## src/rtl/slavespi_mb.sv

```systemverilog
`timescale 1ns/1ps
// slavespi_mb: AVR-facing SPI slave in the fclk domain.
//   Register-number phase (cs high) collects a register number; data phase
//   (cs low) transfers bytes to/from a window of NREGS config registers with
//   address auto-increment, or to a stream FIFO (valid/ready) with overflow
//   tracking, or to the stream control/status register.
// Ports:
//   fclk, rst_n           system clock, async active-low reset
//   spics_n/spick/spido   AVR SPI chip select, clock, MOSI (asynchronous)
//   spidi                 AVR MISO (shift register bit 0)
//   status_in             byte returned during the register-number phase
//   cfg_out/cfg_stb       config registers (reg k at [8k+7:8k]) and write pulses
//   st_data/st_valid      FIFO head byte and not-empty flag
//   st_ready              fabric pop request
//   st_level/st_ovf       FIFO occupancy and sticky overflow flag
module slavespi_mb #(
  parameter int         NREGS     = 8,
  parameter logic [7:0] REGBASE   = 8'h50,
  parameter logic [7:0] STREAMREG = 8'h70,
  parameter int         FIFO_AW   = 4
) (
  input  logic                 fclk,
  input  logic                 rst_n,
  input  logic                 spics_n,
  input  logic                 spick,
  input  logic                 spido,
  output logic                 spidi,
  input  logic [7:0]           status_in,
  output logic [8*NREGS-1:0]   cfg_out,
  output logic [NREGS-1:0]     cfg_stb,
  output logic [7:0]           st_data,
  output logic                 st_valid,
  input  logic                 st_ready,
  output logic [FIFO_AW:0]     st_level,
  output logic                 st_ovf
);
  localparam int         PW      = FIFO_AW + 1;
  localparam int         DEPTH   = 1 << FIFO_AW;
  localparam logic [8:0] NREGS9  = 9'(NREGS);
  localparam logic [8:0] DEPTH9  = 9'(DEPTH);
  localparam logic [7:0] CTRLREG = STREAMREG + 8'd1;

  logic [2:0]              cs_sync_q, sck_sync_q, sdo_sync_q;
  logic [7:0]              regnum_q, regnum_d, addr_q, addr_d;
  logic [7:0]              rx_q, rx_d, shift_q, shift_d;
  logic [2:0]              cnt_q, cnt_d;
  logic [NREGS-1:0][7:0]   cfg_q, cfg_d;
  logic [NREGS-1:0]        stb_pend_q, stb_pend_d, cfg_stb_q;
  logic [DEPTH-1:0][7:0]   mem_q, mem_d;
  logic [PW-1:0]           wptr_q, wptr_d, rptr_q, rptr_d, level_q, level_d;
  logic [7:0]              st_data_q, st_data_d;
  logic                    st_valid_q, ovf_q, ovf_d;

  logic       cs_rise_s, cs_fall_s, sck_rise_s, sdo_s;
  logic       reg_edge_s, data_edge_s, byte_done_s;
  logic [7:0] rx_full_s, off_s;
  logic       in_win_s, is_stream_s, is_ctrl_s;
  logic       wr_en_s, push_s, ctrl_s, flush_s, ovf_clr_s;
  logic       full_s, pop_s, push_ok_s, push_rej_s;

  // Byte presented on MISO for a given working address.
  function automatic logic [7:0] readback(input logic [7:0] a,
                                          input logic [NREGS-1:0][7:0] regs,
                                          input logic [PW-1:0] lvl,
                                          input logic ovf);
    logic [7:0] off;
    logic [8:0] free;
    logic [7:0] rb;
    off  = a - REGBASE;
    free = DEPTH9 - 9'(lvl);
    rb   = 8'hFF;
    if ({1'b0, off} < NREGS9) begin
      for (int k = 0; k < NREGS; k++) begin
        rb = (off == 8'(k)) ? regs[k] : rb;
      end
    end else if (a == STREAMREG) begin
      rb = (free > 9'd255) ? 8'hFF : free[7:0];
    end else if (a == CTRLREG) begin
      rb = {ovf, 2'b00, 5'(lvl)};
    end else begin
      rb = 8'hFF;
    end
    return rb;
  endfunction

  // Edges are taken from the two oldest synchroniser stages.
  assign cs_rise_s   = cs_sync_q[1] & ~cs_sync_q[2];
  assign cs_fall_s   = ~cs_sync_q[1] & cs_sync_q[2];
  assign sck_rise_s  = sck_sync_q[1] & ~sck_sync_q[2];
  assign sdo_s       = sdo_sync_q[2];
  // sck edges coinciding with a cs transition belong to neither phase.
  assign reg_edge_s  = sck_rise_s & cs_sync_q[2] & cs_sync_q[1];
  assign data_edge_s = sck_rise_s & ~cs_sync_q[2] & ~cs_sync_q[1];
  assign byte_done_s = data_edge_s & (cnt_q == 3'd7);
  assign rx_full_s   = {sdo_s, rx_q[7:1]};

  // off_s wraps for addresses below REGBASE, so one compare covers the window.
  assign off_s       = addr_q - REGBASE;
  assign in_win_s    = ({1'b0, off_s} < NREGS9);
  assign is_stream_s = (addr_q == STREAMREG);
  assign is_ctrl_s   = (addr_q == CTRLREG);
  assign wr_en_s     = byte_done_s & in_win_s;
  assign push_s      = byte_done_s & ~in_win_s & is_stream_s;
  assign ctrl_s      = byte_done_s & ~in_win_s & ~is_stream_s & is_ctrl_s;
  assign flush_s     = ctrl_s & rx_full_s[0];
  assign ovf_clr_s   = ctrl_s & rx_full_s[1];

  assign full_s      = (wptr_q[FIFO_AW] != rptr_q[FIFO_AW]) &&
                       (wptr_q[FIFO_AW-1:0] == rptr_q[FIFO_AW-1:0]);
  assign pop_s       = st_valid_q & st_ready;
  // A full FIFO still takes a push when the head leaves in the same cycle.
  assign push_ok_s   = push_s & (~full_s | pop_s);
  assign push_rej_s  = push_s & ~push_ok_s;

  // Next-state logic for the SPI engine, config window and FIFO.
  always_comb begin
    if (cs_rise_s) regnum_d = 8'h00;
    else if (reg_edge_s) regnum_d = {sdo_s, regnum_q[7:1]};
    else regnum_d = regnum_q;

    if (cs_fall_s) cnt_d = 3'd0;
    else if (data_edge_s) cnt_d = cnt_q + 3'd1;
    else cnt_d = cnt_q;

    if (data_edge_s) rx_d = rx_full_s;
    else rx_d = rx_q;

    if (cs_fall_s) addr_d = regnum_q;
    else if (byte_done_s && (in_win_s || !(is_stream_s || is_ctrl_s))) addr_d = addr_q + 8'd1;
    else addr_d = addr_q;

    for (int k = 0; k < NREGS; k++) begin
      cfg_d[k]      = (wr_en_s && (off_s == 8'(k))) ? rx_full_s : cfg_q[k];
      stb_pend_d[k] = wr_en_s && (off_s == 8'(k));
    end

    // Flush wins: both pointers collapse onto the write pointer.
    if (flush_s) begin
      wptr_d = wptr_q;
      rptr_d = wptr_q;
    end else begin
      wptr_d = wptr_q + PW'(push_ok_s);
      rptr_d = rptr_q + PW'(pop_s);
    end
    level_d = wptr_d - rptr_d;

    mem_d = mem_q;
    if (push_ok_s && !flush_s) mem_d[wptr_q[FIFO_AW-1:0]] = rx_full_s;
    else mem_d = mem_q;
    st_data_d = mem_d[rptr_d[FIFO_AW-1:0]];

    // An overflow in the same cycle as a clear keeps the flag set.
    if (push_rej_s) ovf_d = 1'b1;
    else if (ovf_clr_s) ovf_d = 1'b0;
    else ovf_d = ovf_q;

    if (cs_rise_s) shift_d = status_in;
    else if (cs_fall_s || byte_done_s) shift_d = readback(addr_d, cfg_q, level_d, ovf_d);
    else if (reg_edge_s || data_edge_s) shift_d = {1'b0, shift_q[7:1]};
    else shift_d = shift_q;
  end

  // State registers; cs sync resets high and sck low so reset creates no edge.
  always_ff @(posedge fclk or negedge rst_n) begin
    if (!rst_n) begin
      cs_sync_q  <= 3'b111;
      sck_sync_q <= 3'b000;
      sdo_sync_q <= 3'b000;
      regnum_q   <= 8'h00;
      addr_q     <= 8'h00;
      rx_q       <= 8'h00;
      shift_q    <= 8'h00;
      cnt_q      <= 3'd0;
      cfg_q      <= '0;
      stb_pend_q <= '0;
      cfg_stb_q  <= '0;
      mem_q      <= '0;
      wptr_q     <= '0;
      rptr_q     <= '0;
      level_q    <= '0;
      st_data_q  <= 8'h00;
      st_valid_q <= 1'b0;
      ovf_q      <= 1'b0;
    end else begin
      cs_sync_q  <= {cs_sync_q[1:0], spics_n};
      sck_sync_q <= {sck_sync_q[1:0], spick};
      sdo_sync_q <= {sdo_sync_q[1:0], spido};
      regnum_q   <= regnum_d;
      addr_q     <= addr_d;
      rx_q       <= rx_d;
      shift_q    <= shift_d;
      cnt_q      <= cnt_d;
      cfg_q      <= cfg_d;
      stb_pend_q <= stb_pend_d;
      cfg_stb_q  <= stb_pend_q;
      mem_q      <= mem_d;
      wptr_q     <= wptr_d;
      rptr_q     <= rptr_d;
      level_q    <= level_d;
      st_data_q  <= st_data_d;
      st_valid_q <= (level_d != '0);
      ovf_q      <= ovf_d;
    end
  end

  assign spidi    = shift_q[0];
  assign cfg_out  = cfg_q;
  assign cfg_stb  = cfg_stb_q;
  assign st_data  = st_data_q;
  assign st_valid = st_valid_q;
  assign st_level = level_q;
  assign st_ovf   = ovf_q;
endmodule
```

## config.mk

```make
export PLATFORM = sky130hd
export DESIGN_NAME = slavespi_mb
export DESIGN_NICKNAME = d
export VERILOG_FILES = /design/src/rtl/slavespi_mb.sv
export SDC_FILE = /design/constraint.sdc
export NUM_CORES = 1
export LEC_CHECK = 0
export ABC_AREA = 1
export ABC_CLOCK_PERIOD_IN_PS = 6410
export CORE_AREA = 2 2 156 158
export CTS_BUF_LIST = sky130_fd_sc_hd__clkbuf_8
export DETAILED_ROUTE_END_ITERATION = 10
export DIE_AREA = 0 0 158 160
export DONT_BUFFER_PORTS = 1
export GPL_TIMING_DRIVEN = 0
export PLACE_DENSITY_LB_ADDON = 0.15
export SYNTH_ARGS = -nofsm -noshare
export SYNTH_HDL_FRONTEND = slang
export SYNTH_SLANG_ARGS = --single-unit
```

## constraint.sdc

```tcl
create_clock -name fclk -period 6.41 [get_ports fclk]
set_input_delay 1.923 -clock fclk [delete_from_list [all_inputs] [get_ports fclk]]
set_output_delay 1.923 -clock fclk [all_outputs]
set_load 0.05 [all_outputs]
```

# Word-level counts from Yosys, hierarchy flattened
# Cells that the tools add are included.
# W data, S select, Z words.
[totals]
reg_bits = 277
wordCells = 156
output_inout_bits = 88
[op_classes]
n_reduce_logical = 24
addsub = 8
magnitude_cmp = 6
n_eq_ne = 21
muxes = 31
n_bitwise = 26
[ops]
columns = ["op", "count"]
rows = [
  ["$mux W8", 21],
  ["$bwmux W128", 1],
  ["$mux W128", 1],
  ["$eq A8 B3 Y1 const B", 8],
  ["$bmux W8 S4", 1],
  ["$demux W8 S4", 1],
  ["$eq A8 B2 Y1 const B", 4],
  ["$eq A8 B7 Y1 const B", 4],
  ["$and A1 B1 Y1", 18],
  ["$eq A8 B1 Y1 const B", 2],
  ["$logic_not A8 Y1", 2],
  ["$lt A8 B4 Y1 const B", 2],
  ["$sub A8 B7 Y8 const B", 2],
  ["$logic_and A1 B1 Y1", 12],
  ["$add A5 B1 Y5", 2],
  ["$lt A4 B5 Y1 const B", 2],
  ["$mux W5", 2],
  ["$gt A9 B8 Y1 const B", 1],
  ["$add A8 B1 Y8 const B", 1],
  ["$not A1 Y1", 7],
  ["$mux W3", 2],
  ["$sub A5 B5 Y6 const A", 1],
  ["$reduce_bool A5 Y1", 1],
  ["$sub A5 B5 Y5", 1],
  ["11 further kinds", 17],
]

# Longest topological paths before layout
# Gate-level depths: netlist (run 1).
[logic_depth]
depth_word = 21
mapped_depth = 31

# Worst setup path before layout (run 1)
# No wires, ideal clock.
[synth_timing]
kind = "input -> register"
startpoint = "input port st_ready"
endpoint = "register shift_q[4]"
path_slack_ns = 1.405
required_time_ns = 6.294
setup_ns = 0.116
stages = 23
t_arrival_ns = 4.888
cell_sequence = "nand2_1 -> inv_1 -> ha_1 -> or2_2 -> nand2_1 -> inv_1 -> buf_2 -> buf_1 -> ha_1 -> fa_1 -> o21ai_0 -> a21oi_1 -> or2_1 -> nand3_1 -> nand2_1 -> ha_1 -> nand3_1 -> o211ai_1 -> nand2_1 -> nand2_1 -> nand2_1 -> nand2_1 -> nand2_1"
[synth_between]
word_cells_on_any_way = 16
[synth_rtl]
columns = ["element", "line", "rtl"]
rows = [
  ["from (decl)", "33", "input logic st_ready,"],
  ["$and A1 B1 Y1 (*)", "110", "assign pop_s = st_valid_q & st_ready;"],
  ["$add A5 B1 Y5 (*)", "143", "rptr_d = rptr_q + PW'(pop_s);"],
  ["$mux W5 (*)", "138", "if (flush_s) begin"],
  ["via rptr_d[0]", "50", "logic [PW-1:0] wptr_q, wptr_d, rptr_q, rptr_d, level_q, level_d;"],
  ["$sub A5 B5 Y5 (*)", "145", "level_d = wptr_d - rptr_d;"],
  ["$sub A5 B5 Y6", "70", "free = DEPTH9 - 9'(lvl);"],
  ["$gt A9 B8 Y1", "77", "rb = (free > 9'd255) ? 8'hFF : free[7:0];"],
  ["$mux W8", "77", ""],
  ["$mux W8 (*)", "76", "end else if (a == STREAMREG) begin"],
  ["$mux W8 (*)", "72", "if ({1'b0, off} < NREGS9) begin"],
  ["$mux W8 (*)", "158", "else if (cs_fall_s || byte_done_s) shift_d = readback(addr_d, cfg_q, level_d, ovf_d);"],
  ["$mux W8 (*)", "157", "if (cs_rise_s) shift_d = status_in;"],
  ["to (signal assigned)", "191", "shift_q <= shift_d;"],
  ["to (decl)", "45", "logic [7:0] rx_q, rx_d, shift_q, shift_d;"],
]
# The timed path passes the listed nets; every way through them passes the cells marked *.
# A chain may end at the register's enable or synchronous reset.

# Final worst setup path (run 1)
[layout_timing]
startpoint = "input port st_ready"
endpoint = "register shift_q[5]"
[layout_between]
elab_chain_cells = 13
word_cells_on_any_way = 15
[layout_lines]
columns = ["element", "line", "rtl"]
rows = [
  ["$and A1 B1 Y1 (*)", "110", ""],
  ["$or A1 B1 Y1", "112", "assign push_ok_s = push_s & (~full_s | pop_s);"],
  ["$and A1 B1 Y1", "112", ""],
  ["$add A5 B1 Y5", "142", "wptr_d = wptr_q + PW'(push_ok_s);"],
  ["$mux W5", "138", ""],
  ["$sub A5 B5 Y5 (*)", "145", ""],
  ["via level_d[3]", "50", ""],
  ["$sub A5 B5 Y6 (*)", "70", ""],
  ["$gt A9 B8 Y1", "77", ""],
  ["$mux W8 (*)", "77", ""],
  ["$mux W8 (*)", "76", ""],
  ["$mux W8 (*)", "72", ""],
  ["$mux W8 (*)", "158", ""],
  ["$mux W8 (*)", "157", ""],
]
# Marks and branches as above.

==> metrics.cfg, run 1 <==
[critical_path]
cpPeakStageDelay_ns = 0.49
cp-start-kind = input pin
crit_fanout = 10
crit_path_end_kind = flop
arrival_ns = 5.78
crit_top_cell = nand2_1
crit_slowest_cell = xor2_1
worstPathRequired_ns = 6.93
crit_type = input pin to flop

[sta]
max_slew.worst_pin.slew_ns = 1.134
hold_viol_final = 0
relSlewSlack = 0.2379
rsz0062_at_grt = false
finClkSkew_ns = 0.03683
final.min_clock_period_ns = 5.258
tns_ns = 0
fin_ws_ns = 1.152
slew_viol_final = 0
fmax_mhz = 190.2
setup_viol = 0
finalCritPeriodShare = 0.8203

[clock_network]
clockRootBuffer = clkbuf_8
ctsResizeCount = 0
clk_latency_ns = 0.59
postCtsSetupRepairBufs = 0
clk_path_buf_depth = 3
cts_sinks = 276
cts_tree = yes
clkSlewWorstSetupHoldPaths_ns = 0.06
hold_buffers = 0
h-tree-depth = 2
cts_inserted_buffers = 47

[yosys]
synthArstFlopShare = 1.000
netlist_area_sq_um = 12870
ys_ff_latch = 276
ys_warn_count = 0
syn_nets = 1602
ys_types = 43
synth_edf_count = 0
yosysSeqAreaShare = 0.5369
synth_ff_type = dfrtp_1
syn-mean-instance-area_sq_um = 8.192
syn-instance-count = 1571

[global_routing]
grt_pass1_wl_um = 57040
antenna_found_initial = 0
grt_pass1_vias = 10620
track_usage = 0.2918
grt.overflow.total = 0
grt_max_degree = 277

[run]
cap_violations = 0

[placed_design]
dpl-instance-area_sq_um = 13280
port-buffer-count = 0
dp_hpwl_um = 25150
finalWeightedCongestion = 0.9212
pre_cts_ws_ns = 0.5719

[power]
p_seq_frac = 0.383
p_clk_frac = 0.307
peakVddDrop_mv = 0.2702
power.internal_mw = 3.175
combPwrFrac = 0.309
p_sw_mw = 2.092
p_leak_nw = 6.693
power_density_nw_per_um2 = 369.8
swShare = 0.3972

[route]
wl_um = 36080
firstDrtPassIters = 6
vias_per_cell = 5.471
ant_nets = 0
drtIter0Drc = 1039
drt-wirelength-per-cell_um = 18.24
drcViolationCount = 0
vias = 10820

[finish]
num-fill-cells = 2218
drive_above_1_share = 0.08464
final_nets = 1651
area_delta_synth_final_pct = 10.68
num_antenna_cells = 0
final_area_sq_um = 14240
final_util = 0.5980

[floorplanning]
coreArea_sq_um = 23820
rows = 57
die-area_sq_um = 25280
die_w_um = 158
ios = 102
die_height_um = 160
start_util = 0.5403

[worst_hold_path]
worstHoldPathType = flop to flop

[run_status]
outcome = completed

[registers in the layout, summed over array words and instances (netlist names), named ones only]
register,cells
addr_q,8
cs_sync_q,3
st_ovf,1
cnt_q,3
st_level,5
sck_sync_q,3
st_valid,1
sdo_sync_q,3
cfg_stb,8
mem_q,128
rptr_q,5
regnum_q,8
shift_q,8
wptr_q,4
rx_q,7
st_data,8
cfg_out,64
stb_pend_q,8
[per-layer routing]
metal | routed length, um | global-route usage | vias to the layer above | part of all wire
met5 | 0 | 0 | - | 0
met4 | 1456 | 0.1265 | 0 | 0.040
met3 | 2735 | 0.05047 | 96 | 0.076
met2 | 16420 | 0.4607 | 426 | 0.46
met1 | 15460 | 0.3977 | 5103 | 0.43
li1 | - | - | 5197 | -
[path summary, 6_finish.rpt]
check | startpoint | to | slack (ns) | depth (start not counted)
max reg2reg | addr_q[1]$_DFF_PN0_ | shift_q[5]$_DFFE_PN0P_ | 1.52 | 27
max | st_ready | shift_q[5]$_DFFE_PN0P_ | 1.15 | 25
min reg2reg | stb_pend_q[4]$_DFF_PN0_ | cfg_stb[4]$_DFF_PN0_ | 0.35 | 0
max in group asynchronous | rst_n | mem_q[32]$_DFF_PN0_ | 4.87 | 0
min in group asynchronous | rst_n | shift_q[5]$_DFFE_PN0P_ | 1.03 | 0
min | stb_pend_q[4]$_DFF_PN0_ | cfg_stb[4]$_DFF_PN0_ | 0.35 | 0
[final cells by class]
cell class / instances / area (sq um) / share of cell area
buffer: 72 / 312.8 / 0.02196
clock buffer: 61 / 839.6 / 0.05894
clock inverter: 22 / 128.9 / 0.009048
inverter: 138 / 518.0 / 0.03637
multi-input combinational: 1085 / 5129 / 0.3601
sequential: 276 / 6910 / 0.4852
tap: 324 / 405.4 / 0.02846
[power by group through the flow]
stage	clock [mW]	combinational, mW	sequential [mW]
final	1.62	1.63	2.02
after global routing	1.72	1.75	2.03
after CTS	1.64	1.60	2.02
after detailed placement	0	1.58	2.05
after global placement	0	1.57	2.05
after floorplan	0	1.04	2.03
[cell families (layout without fill, tap and decap cells)]
group | Yosys count | count (layout) | synth area share
AO/OA/AOI/OAI | 261 | 261 | 0.1049
XOR/XNOR | 15 | 15 | 0.01021
adder cells (fa/ha/maj) | 17 | 17 | 0.01711
buffers and inverters | 210 | 293 | 0.06455
flip-flops | 276 | 276 | 0.5369
multiplexers | 1 | 1 | 0.0008749
AND/OR/NAND/NOR | 791 | 791 | 0.2654
[worst max-delay path: cells and delay by family]
kind / cells / cell delay [ns]
AND/OR/NAND/NOR: 13 / 0.97
adder cells (fa/ha/maj): 3 / 0.85
buffers and inverters: 5 / 0.99
XOR/XNOR: 2 / 0.65
AO/OA/AOI/OAI: 2 / 0.38
[cells in the final DEF (no fill, tap or decap), types with 4 or more instances in the layout]
master    instances
o21ai_0         156
nand4_1          14
or2_1             9
ha_1             16
nand3b_1          5
nor2_1           55
nor3_1           14
xor2_1           11
buf_1             7
nand2_1         513
o211ai_1          4
clkbuf_8         61
o22ai_1           8
nor2_2            4
xnor2_1           4
clkinv_2          9
dfrtp_1         273
clkbuf_1         38
buf_2            25
inv_1           140
nand3_1         152
inv_2             6
o21ai_1          57
or2_2             5
nand2_2           6
a21oi_1          29
nor2_4            4
[synth_stat cells, types with 2 or more instances]
master,number,area share
o21ai_0,156,0.061
nand4_1,14,0.0068
nor2_1,55,0.016
buf_1,7,0.0020
a21oi_1,29,0.011
a22o_1,2,0.0014
nand2_1,513,0.15
o21ai_2,2,0.0014
xnor2_1,4,0.0027
nor3_4,2,0.0025
buf_2,25,0.0097
nor3_1,14,0.0054
clkinv_1,2,0.00058
nor2_4,4,0.0035
nand2_2,6,0.0029
ha_1,16,0.016
o22ai_1,8,0.0039
clkbuf_1,38,0.011
nand3_1,152,0.059
inv_2,6,0.0017
xor2_1,11,0.0075
dfstp_2,3,0.0061
or2_2,5,0.0024
nor3_2,3,0.0023
o211ai_1,4,0.0023
or2_1,9,0.0044
nor2_2,4,0.0019
nand3b_1,5,0.0029
dfrtp_1,273,0.53
inv_1,130,0.038
o21ai_1,57,0.022
[stage by stage]
step / std cells / hold WS, ns / total power [mW]
global placement: 1895 / 0.3316 / 3.622
floorplan: 1571 / 0.3312 / 3.072
detailed placement: 1895 / 0.3355 / 3.627
global route: 1978 / 0.3523 / 5.506
finish: 1978 / 0.3477 / 5.267
CTS: 1978 / 0.3487 / 5.259
Power figures use the tool's default switching activity.
==> inputs of run 2 (changes only) <==
Settings changed: ABC_CLOCK_PERIOD_IN_PS 6410 to 4650.
Clock period 6.41 ns to 4.65 ns, I/O delays scaled along.
==> metrics.cfg, run 2 (synthesis gave the netlist of run 1 again) <==
[run_status]
outcome = completed

[global_routing]
busiest_layer = met2
grt_pass1_wl_um = 57140
grt_max_degree = 277
grtUsageMet3 = 0.05047
track_usage = 0.2925
antenna_found_initial = 0
grt.overflow.total = 0
met1_usage = 0.3988
grt_pass1_vias = 10630
met2_usage = 0.4632

[placed_design]
dp_hpwl_um = 25150
finalWeightedCongestion = 0.9212
port-buffer-count = 0

[critical_path]
arrival_ns = 4.79
crit_end = shift_q[4]$_DFFE_PN0P_
crit_path_end_kind = flop
r2r_end = shift_q[4]$_DFFE_PN0P_
reg2reg_from = cnt_q[0]$_DFFE_PN0P_
worstPathRequired_ns = 5.13
cp-start-kind = input pin
crit_type = input pin to flop
rr_worst_depth = 27
crit_start = st_ready
crit_fanout = 5
reg2reg_slack_ns = 0.37

[power]
power_density_nw_per_um2 = 510.1
totalPowerFinal_mw = 7.277
p_leak_nw = 6.694
p_sw_mw = 2.889
swShare = 0.3971
p_clk_frac = 0.307
p_seq_frac = 0.383
combPwrFrac = 0.311
peakVddDrop_mv = 0.3707
power.internal_mw = 4.388

[route]
drcViolationCount = 0
wl_um = 36130
drt-wirelength-per-cell_um = 18.29
ant_nets = 0
vias = 10850
firstDrtPassIters = 5
vias_per_cell = 5.493
drtIter0Drc = 1123

[finish]
final_common_cell = nand2_1
largest_register = mem_q
drive_above_1_share = 0.08843
layout_common_cells = nand2_1, dfrtp_1, o21ai_0, nand3_1, inv_1
largest_reg_flops = 128
final_nets = 1648
area_delta_synth_final_pct = 10.84
num_antenna_cells = 0
num-fill-cells = 2218
final_util = 0.5989

[clock_network]
h-tree-depth = 2
clk_latency_ns = 0.58
clockRootBuffer = clkbuf_8
cts_tree = yes
hold_buffers = 0
cts_inserted_buffers = 47
cts_sinks = 276
clk_path_buf_depth = 3
clkSlewWorstSetupHoldPaths_ns = 0.06

[sta]
hold_viol_final = 0
final.min_clock_period_ns = 4.311
max_slew.worst_pin.slew_ns = 1.123
finalCritPeriodShare = 0.9272
relSlewSlack = 0.2454
slew_viol_final = 0
fmax_mhz = 231.9
finClkSkew_ns = 0.03021
rsz0062_at_grt = false
setup_viol = 0

[floorplanning]
die-area_sq_um = 25280
rows = 57
die_w_um = 158
start_util = 0.5403
die_height_um = 160
coreArea_sq_um = 23820
ios = 102

[run]
cap_violations = 0

[worst_hold_path]
worstHoldPathType = flop to flop
holdCritStartpoint = stb_pend_q[1]$_DFF_PN0_

==> run 2: critical path, stage by stage <==
cell      delay, ns
nand2_1        0.05
inv_1          0.08
a21oi_1        0.12
nand4_1        0.19
nand2_4        0.17
inv_1          0.06
ha_1           0.20
ha_1           0.28
nand2_1        0.04
nand2_1        0.14
inv_1          0.08
fa_1           0.46
o21ai_1        0.18
a21oi_1        0.11
or2_1          0.25
nand3_1        0.12
nand2_1        0.09
ha_1           0.28
nand3_1        0.09
o211ai_1       0.10
nand2_1        0.08
nand2_1        0.07
nand2_1        0.05
nand2_1        0.05
nand2_1        0.04
==> run 2: power groups by stage <==
| stage | registers [mW] | logic [mW] | clock network (mW) |
|---|---|---|---|
| after floorplan | 2.80 | 1.43 | 0 |
| after global placement | 2.83 | 2.17 | 0 |
| after detailed placement | 2.82 | 2.17 | 0 |
| after CTS | 2.79 | 2.22 | 2.26 |
| after global routing | 2.80 | 2.44 | 2.38 |
| final | 2.78 | 2.26 | 2.23 |
==> run 2: stage by stage <==
stage | setup TNS (ns) | cells | worst slack [ns] | area (sq um) | hold slack, ns
floorplan | 0 | 1571 | 0.1733 | 12870 | 0.3312
global placement | -3.885 | 1895 | -0.5798 | 13280 | 0.3316
detailed placement | -4.750 | 1895 | -0.6601 | 13280 | 0.3355
CTS | 0 | 1977 | 0.1007 | 14260 | 0.3487
global route | 0 | 1975 | 0.01038 | 14260 | 0.3523
finish | 0 | 1975 | 0.3387 | 14260 | 0.3475
==> run 2: worst min-delay path by stage <==
stage                               to  cells past startpoint
2_1_floorplan     cfg_stb[0]$_DFF_PN0_                      0
3_3_place_gp      cfg_stb[6]$_DFF_PN0_                      0
3_5_place_dp   sdo_sync_q[1]$_DFF_PN0_                      0
4_1_cts           cfg_stb[1]$_DFF_PN0_                      0
5_1_grt           cfg_stb[4]$_DFF_PN0_                      0
6_report          cfg_stb[1]$_DFF_PN0_                      0
==> run 2: final cells by class <==
class,count,area (sq um),area share
clock buffer,61,839.6,0.05885
inverter,138,520.5,0.03649
multi-input combinational,1085,5155,0.3614
buffer,69,304.0,0.02131
clock inverter,22,128.9,0.009034
sequential,276,6912,0.4845
tap,324,405.4,0.02842
==> run 2: routing by layer <==
metal | wire length [um] | vias up
met5 | 0 | -
li1 | - | 5195
met1 | 15380 | 5128
met2 | 16570 | 428
met3 | 2837 | 97
met4 | 1342 | 0
==> run 2: what timing repair did <==
action	CTS	global route
setup endpoints to repair	7	8
setup buffers	0	0
resized for setup	3	9
